===== src/rtl/serial_subtractor.sv =====
// -----------------------------------------------------------------------------
// serial_subtractor
//
// Bit-serial WIDTH-bit subtractor computing diff = a - b (modulo 2^WIDTH),
// least-significant bit first, one bit per clock. A single full-subtractor
// cell is time-shared across all bit positions, with the borrow carried in a
// register between cycles. A start/done handshake frames each operation.
//
// Ports:
//   clk        in   1      rising-edge clock
//   rst        in   1      synchronous active-high reset (highest priority)
//   start      in   1      request, sampled only in IDLE or DONE
//   a          in   WIDTH  minuend, captured on an accepted start
//   b          in   WIDTH  subtrahend, captured on an accepted start
//   busy       out  1      high while bits are being produced (SHIFT)
//   done       out  1      one-cycle pulse when diff/borrow_out/overflow update
//   diff       out  WIDTH  result, held from done until the next accepted start
//   borrow_out out  1      unsigned borrow (a < b)
//   overflow   out  1      signed two's-complement overflow
//   bit_out    out  1      current serial difference bit
//   bit_valid  out  1      high in every SHIFT cycle
//
// Timing: start accepted at edge T -> bit_valid high in cycles T+1..T+WIDTH,
// done high in cycle T+WIDTH+1. Holding start high gives one result every
// WIDTH+1 cycles.
// -----------------------------------------------------------------------------
module serial_subtractor #(
    parameter int WIDTH = 8
) (
    input  logic             clk,
    input  logic             rst,
    input  logic             start,
    input  logic [WIDTH-1:0] a,
    input  logic [WIDTH-1:0] b,
    output logic             busy,
    output logic             done,
    output logic [WIDTH-1:0] diff,
    output logic             borrow_out,
    output logic             overflow,
    output logic             bit_out,
    output logic             bit_valid
);

    // Counter sized to hold WIDTH-1 exactly; it never has to reach WIDTH,
    // so a power-of-two WIDTH does not wrap early.
    localparam int CNT_W = (WIDTH > 2) ? $clog2(WIDTH) : 1;
    localparam logic [CNT_W-1:0] LAST_CNT = CNT_W'(WIDTH - 1);
    localparam logic [CNT_W-1:0] CNT_ONE  = CNT_W'(1);

    typedef enum logic [1:0] {
        IDLE  = 2'd0,
        SHIFT = 2'd1,
        DONE  = 2'd2
    } state_t;

    // Full-subtractor difference bit.
    function automatic logic fs_diff(input logic x, input logic y, input logic bin);
        return x ^ y ^ bin;
    endfunction

    // Full-subtractor borrow out.
    function automatic logic fs_borrow(input logic x, input logic y, input logic bin);
        return (~x & y) | (~(x ^ y) & bin);
    endfunction

    state_t           state_q;
    logic [WIDTH-1:0] a_sr_q;
    logic [WIDTH-1:0] b_sr_q;
    logic [WIDTH-1:0] res_q;
    logic             borrow_q;
    logic [CNT_W-1:0] count_q;
    logic             a_msb_q;
    logic             b_msb_q;

    logic             busy_q;
    logic             done_q;
    logic [WIDTH-1:0] diff_q;
    logic             borrow_out_q;
    logic             overflow_q;
    logic             bit_out_q;
    logic             bit_valid_q;

    // Next-state values of the datapath for the current SHIFT cycle.
    logic             cell_d_d;
    logic             cell_br_d;
    logic [WIDTH-1:0] res_d;
    logic             ahead_bit_d;
    logic             load_bit_d;
    logic             last_d;

    assign cell_d_d  = fs_diff(a_sr_q[0], b_sr_q[0], borrow_q);
    assign cell_br_d = fs_borrow(a_sr_q[0], b_sr_q[0], borrow_q);
    assign res_d     = {cell_d_d, res_q[WIDTH-1:1]};
    assign last_d    = (count_q == LAST_CNT);

    // bit_out is registered, so it is computed one bit ahead: the next
    // position's bit uses the borrow this cycle is producing.
    assign ahead_bit_d = fs_diff(a_sr_q[1], b_sr_q[1], cell_br_d);
    // First bit of a new operation comes straight from the operand inputs.
    assign load_bit_d  = fs_diff(a[0], b[0], 1'b0);

    // Control FSM, serial datapath and registered outputs.
    always_ff @(posedge clk) begin
        if (rst) begin
            state_q      <= IDLE;
            a_sr_q       <= '0;
            b_sr_q       <= '0;
            res_q        <= '0;
            borrow_q     <= 1'b0;
            count_q      <= '0;
            a_msb_q      <= 1'b0;
            b_msb_q      <= 1'b0;
            busy_q       <= 1'b0;
            done_q       <= 1'b0;
            diff_q       <= '0;
            borrow_out_q <= 1'b0;
            overflow_q   <= 1'b0;
            bit_out_q    <= 1'b0;
            bit_valid_q  <= 1'b0;
        end else begin
            case (state_q)
                IDLE, DONE: begin
                    done_q <= 1'b0;
                    if (start) begin
                        state_q     <= SHIFT;
                        a_sr_q      <= a;
                        b_sr_q      <= b;
                        a_msb_q     <= a[WIDTH-1];
                        b_msb_q     <= b[WIDTH-1];
                        borrow_q    <= 1'b0;
                        count_q     <= '0;
                        busy_q      <= 1'b1;
                        bit_valid_q <= 1'b1;
                        bit_out_q   <= load_bit_d;
                    end else begin
                        state_q     <= IDLE;
                        busy_q      <= 1'b0;
                        bit_valid_q <= 1'b0;
                        bit_out_q   <= 1'b0;
                    end
                end
                SHIFT: begin
                    // start is deliberately ignored here: no abort, no reload.
                    a_sr_q   <= {1'b0, a_sr_q[WIDTH-1:1]};
                    b_sr_q   <= {1'b0, b_sr_q[WIDTH-1:1]};
                    res_q    <= res_d;
                    borrow_q <= cell_br_d;
                    count_q  <= count_q + CNT_ONE;
                    if (last_d) begin
                        state_q      <= DONE;
                        busy_q       <= 1'b0;
                        bit_valid_q  <= 1'b0;
                        bit_out_q    <= 1'b0;
                        done_q       <= 1'b1;
                        diff_q       <= res_d;
                        borrow_out_q <= cell_br_d;
                        // Operands of differing sign whose result sign
                        // differs from the minuend's.
                        overflow_q   <= (a_msb_q != b_msb_q) && (cell_d_d != a_msb_q);
                    end else begin
                        state_q     <= SHIFT;
                        busy_q      <= 1'b1;
                        bit_valid_q <= 1'b1;
                        bit_out_q   <= ahead_bit_d;
                        done_q      <= 1'b0;
                    end
                end
                default: begin
                    state_q     <= IDLE;
                    busy_q      <= 1'b0;
                    done_q      <= 1'b0;
                    bit_valid_q <= 1'b0;
                    bit_out_q   <= 1'b0;
                end
            endcase
        end
    end

    assign busy       = busy_q;
    assign done       = done_q;
    assign diff       = diff_q;
    assign borrow_out = borrow_out_q;
    assign overflow   = overflow_q;
    assign bit_out    = bit_out_q;
    assign bit_valid  = bit_valid_q;

endmodule


===== config.mk =====
export PLATFORM = sky130hd
export DESIGN_NAME = serial_subtractor
export DESIGN_NICKNAME = d
export VERILOG_FILES = /design/src/rtl/serial_subtractor.sv
export SDC_FILE = /design/constraint.sdc
export NUM_CORES = 1
export LEC_CHECK = 0
export ABC_AREA = 1
export CORE_UTILIZATION = 51
export DETAILED_ROUTE_END_ITERATION = 6
export PLACE_DENSITY = 0.78
export SETUP_SLACK_MARGIN = 0.4
export SLEW_MARGIN = 15
export SYNTH_ARGS = -nofsm -noshare
export SYNTH_HDL_FRONTEND = slang
export SYNTH_SLANG_ARGS = --single-unit

===== constraint.sdc =====
create_clock -name clk -period 1.9 [get_ports clk]
set_input_delay 0.19 -clock clk [delete_from_list [all_inputs] [get_ports clk]]
set_output_delay 0.19 -clock clk [all_outputs]
set_load 0.02 [all_outputs]

-- After elaboration in Yosys (flattened, before gate mapping)
Cells that the tools add are included.
W data, S select, Z words.
- bits in registers: 45
- RAM bits: 0
- output and inout bits: 14
- memory bits (read-only): 0
- logic and storage cells: 58
- bits in latches: 0
- memories kept: 0
- div/mod/pow operators: 0
- eq/ne operators: 6
- $mul: 0
- shift operators: 0
- mux-type cells: 18
- $lt $le $gt $ge: 0
- bitwise gates (word level): 11
- reductions and logical operators: 8
- $add $sub $neg: 1
- operator list (kind ; count):
    $pmux W8 S2 ; 2
    $mux W8 ; 2
    $mux W1 ; 7
    $pmux W1 S2 ; 3
    $pmux W3 S2 ; 1
    $reduce_and A2 Y1 ; 3
    $xor A1 B1 Y1 ; 5
    $pmux W2 S2 ; 1
    $reduce_or A2 Y1 ; 2
    $add A3 B1 Y3 const B ; 1
    $eq A3 B3 Y1 const B ; 1
    $mux W3 ; 1
    $not A1 Y1 ; 3
    $and A1 B1 Y1 ; 2
    $eq A2 B1 Y1 const B ; 1
    $eq A2 B2 Y1 const B ; 1
    $logic_not A2 Y1 ; 1
    $mux W2 ; 1
    $ne A1 B1 Y1 ; 2
    $ne A2 B2 Y1 const B ; 1
    $reduce_bool A2 Y1 ; 1
    $logic_and A1 B1 Y1 ; 1
    $or A1 B1 Y1 ; 1

-- Depth between registers and ports, before layout
- word-level depth: 7
- gate-level depth with buffers: 8
- depth with buffers taken out: 8

-- Worst setup path before layout
Ideal clock, no wire load.
- path kind: flip-flop to flip-flop
- start point: register a_sr_q[0]
- end point: register overflow_q (netlist: overflow)
- slack: 566 ps
- buffers on the path: 0
- data required time: 1784 ps
- arrival time: 1218 ps
- stages on the path, launching flop included: 8
- cells stage by stage: dfxtp_1 inv_1 fa_1 inv_1 nand3b_1 nand3_1 o211ai_1 inv_1
- word-level cells in the longest chain between the ends: 4
- ends and longest elaborated chain (item ; RTL line ; text):
    from (decl) ; 67 ; logic [WIDTH-1:0] a_sr_q;
    from (signal assigned) ; 144 ; a_sr_q <= {1'b0, a_sr_q[WIDTH-1:1]};
    $xor A1 B1 Y1 (2 in a row) ; 58 ; return x ^ y ^ bin;
    $ne A1 B1 Y1 ; 159 ; overflow_q <= (a_msb_q != b_msb_q) && (cell_d_d != a_msb_q);
    $logic_and A1 B1 Y1 ; 159 ;
    to (signal assigned) ; 159 ;
    to (decl) ; 79 ; logic overflow_q;
Every way passes these cells.
A chain may end at the register's enable or synchronous reset.

-- Worst setup path in the final report
- start point: register count_q[0]
- end point: register overflow_q (netlist: overflow)
- word-level cells in the longest chain between the ends: 2
- ends and longest elaborated chain (item ; RTL line ; text):
    from (decl) ; 71 ; logic [CNT_W-1:0] count_q;
    from (signal assigned) ; 148 ; count_q <= count_q + CNT_ONE;
    $eq A3 B3 Y1 ; 94 ; assign last_d = (count_q == LAST_CNT);
    named net last_d ; 89 ; logic last_d;
    $reduce_and A2 Y1 (no source line) ; - ;
The timed path passes the listed nets, and every way through them passes these cells.

==> metrics.txt <==
delay-heaviest family, CP=buffers and inverters; actual slew at the worst max-slew pin=0.560 ns; area grow syn2layout=22.0%; largest net degree at the start of global routing=30; synthesized flop and latch total=43; core area=between 3000 and 4000 um2; Vias/cell=4.95; htree depth=2; Die Span Y=62.2 um; synth warn=0; status=complete, no violations; ant diodes=0; CP cell instances=ha_1, ha_2, inv_2, nor2_8, buf_4, buf_4, o211ai_1, inv_1; Final WS setup=0.454 ns; share of post-route cells with drive strength above 1=0.160; CP endpoint kind=register; post-synthesis sequential area ratio=0.466; top_reg_cell synth=dfxtp_1; Critical Path AT=1.70 ns; Cell Area, Synth=1850 um2; I/O Buffers=32; final net count=271; Fillers=295; Final Total Pwr=0.00177 W; Setup TNS=0 ns; minimum clock period=1.45 ns; via count=1466; Initial Util=0.541; placer congestion estimate=0.749; Max Fclk=between 600 and 700 MHz; Cell Pwr Density=786 nW/um2; CP max stage cell=dfxtp_2; Crit Path Class=register to register; RSZ-0062 raised after global routing=true; antenna violations before repair=0; Setup Slack @ Placement=0.365 ns; Routed WL=3.44 mm; cts bufs inserted=5; Worst-path clk slew=0.12 ns; clk sinks=43; crit-path most repeated cell=buf_4; area of the die=3870 um2; Final period util=0.761; dpl hpwl=2.26 mm; hold_buf cts=0; row cnt=21; relative slew slack=0.626; Hold WS=slightly above 0.4 ns; first-pass GRT wire length=5.90 mm; DRC=0; final count of pins violating max slew=0; Tightest Hold Check Type=input pin to register; All-Layer GR Usage=0.194; vias in the first global route=about 1400; clock latency on the worst-skew pair=0.35 ns; Buf+Inv Stages, Crit Path=4; worst-path fanout max=7; Worst Path Required=about 2.2 ns; DR WL/cell=roughly 12 um; max_cap viols=0; die width=approximately 62 um; Post-DRT Antenna Nets=0; Max IR drop VDD=0.519 mV; Root Driver=clkbuf_4; I/O pins=33; Pre-antenna DRT Iters=4; syn avg cell area=8.60 um2; Syn Inst Count=215; Startpoint Class=register; Leakage Power=about 1 nW; Final Hold Vio Count=0; Async SR Flop Fraction=0; Iter 0 DRT Violations=47; Post-synth EDFFs=0; clock skew=0.00437 ns; number of distinct library cells after synthesis=26; CTS tree=built; grt ovf=0; Clock Path Buffers=2; Synth Net Count=approximately 240; CP peak stage delay=0.35 ns; Setup Viol. Count Final=0
logic make-up (layout without fill, tap and decap cells):
kind of cell    Yosys count  count (layout)  synth area share
flops                    43              43             0.466
compound gates           49              49             0.177
simple gates             90              90             0.243
buf+inv                  30              65            0.0894
fa+ha+maj                 3               3            0.0244
layer usage:
| metal | vias to the layer above | global-route usage | share of wire |
|---|---|---|---|
| met5 | - | 0 | 0 |
| met4 | 0 | 0.0814 | 0.015 |
| met3 | 5 | 0.0607 | 0.043 |
| met2 | 28 | 0.308 | 0.43 |
| met1 | 657 | 0.242 | 0.51 |
| li1 | 776 | - | - |
timing repair:
action	CTS	global route
setup endpoints to repair	11	10
pin swaps	0	3
gates resized for setup	11	8
buffers inserted	0	3
worst reg2reg max path, delay by kind of cell, from the launching register on:
family	cells	cell delay, ns
flip-flops	1	0.35
adder cells (fa/ha/maj)	2	0.39
AND/OR/NAND/NOR	1	0.05
AO/OA/AOI/OAI	1	0.15
buffers and inverters	4	0.42
cell type report:
| cell class | instances | area [um2] | area share |
|---|---|---|---|
| flip-flops and latches | 43 | 862 | 0.382 |
| inverters | 19 | 75.1 | 0.0333 |
| multi-input cells | 142 | 837 | 0.371 |
| repair buffers | 38 | 354 | 0.157 |
| clock buffers | 8 | 68.8 | 0.0305 |
| well taps | 46 | 57.6 | 0.0255 |
final timing paths:
check                             endpoint  slack [ns]  cells after the start  startpoint
worst min-delay path               a_msb_q        0.41                      3        a[7]
worst min register to register  count_q[0]        0.44                      1  count_q[0]
worst max-delay path              overflow        0.45                      8  count_q[0]
worst max register to register    overflow        0.45                      8  count_q[0]
through the flow:
stage	cell area (um2)	std cells	util
final	2250	296	0.660
after global routing	2250	296	0.660
after CTS	2210	293	0.647
after detailed placement	2150	285	0.631
after global placement	2150	285	0.631
after floorplan	1850	215	-
power by group:
| group | total (W) | internal [W] | switching [W] | leakage [nW] |
|---|---|---|---|---|
| Clock | 0.000500 | 0.000218 | 0.000282 | 0.0386 |
| Combinational | 0.000275 | 0.000122 | 0.000153 | 0.607 |
| Sequential | 0.000997 | 0.000960 | 0.0000371 | 0.353 |
flip-flops by register name (all words and copies together), names as in the netlist, 2 cells and up:
register and count:
a_sr_q 8, b_sr_q 8, diff 8, res_q 7, count_q 3, state_q 2
synth_stat cells, types with 3 or more instances:
cell type	instances	share of area
o211ai_1	4	0.016
buf_6	5	0.030
o21ai_0	18	0.049
nor2_1	27	0.055
o211ai_2	9	0.061
nand3_1	8	0.022
nor3_1	12	0.032
nand2_4	3	0.018
inv_1	16	0.032
buf_4	3	0.012
nand2_1	23	0.047
buf_2	3	0.0081
inv_2	3	0.0061
dfxtp_1	43	0.47
or2_1	10	0.034
a21oi_1	15	0.041
placed cells by master (no fill, tap or decap), drive strengths merged, types with 2 or more instances in the layout:
| master | netlist | final |
|---|---|---|
| dfxtp | 43 | 43 |
| nor2 | 30 | 30 |
| nand2 | 26 | 26 |
| clkdlybuf4s50 | 0 | 20 |
| o21ai | 19 | 19 |
| inv | 19 | 18 |
| a21oi | 15 | 15 |
| o211ai | 13 | 13 |
| nor3 | 12 | 12 |
| or2 | 12 | 12 |
| dlygate4sd2 | 0 | 11 |
| nand3 | 8 | 8 |
| clkbuf | 0 | 8 |
| buf | 11 | 6 |
| nand3b | 2 | 2 |
| ha | 2 | 2 |
Power figures use the tool's default switching activity.
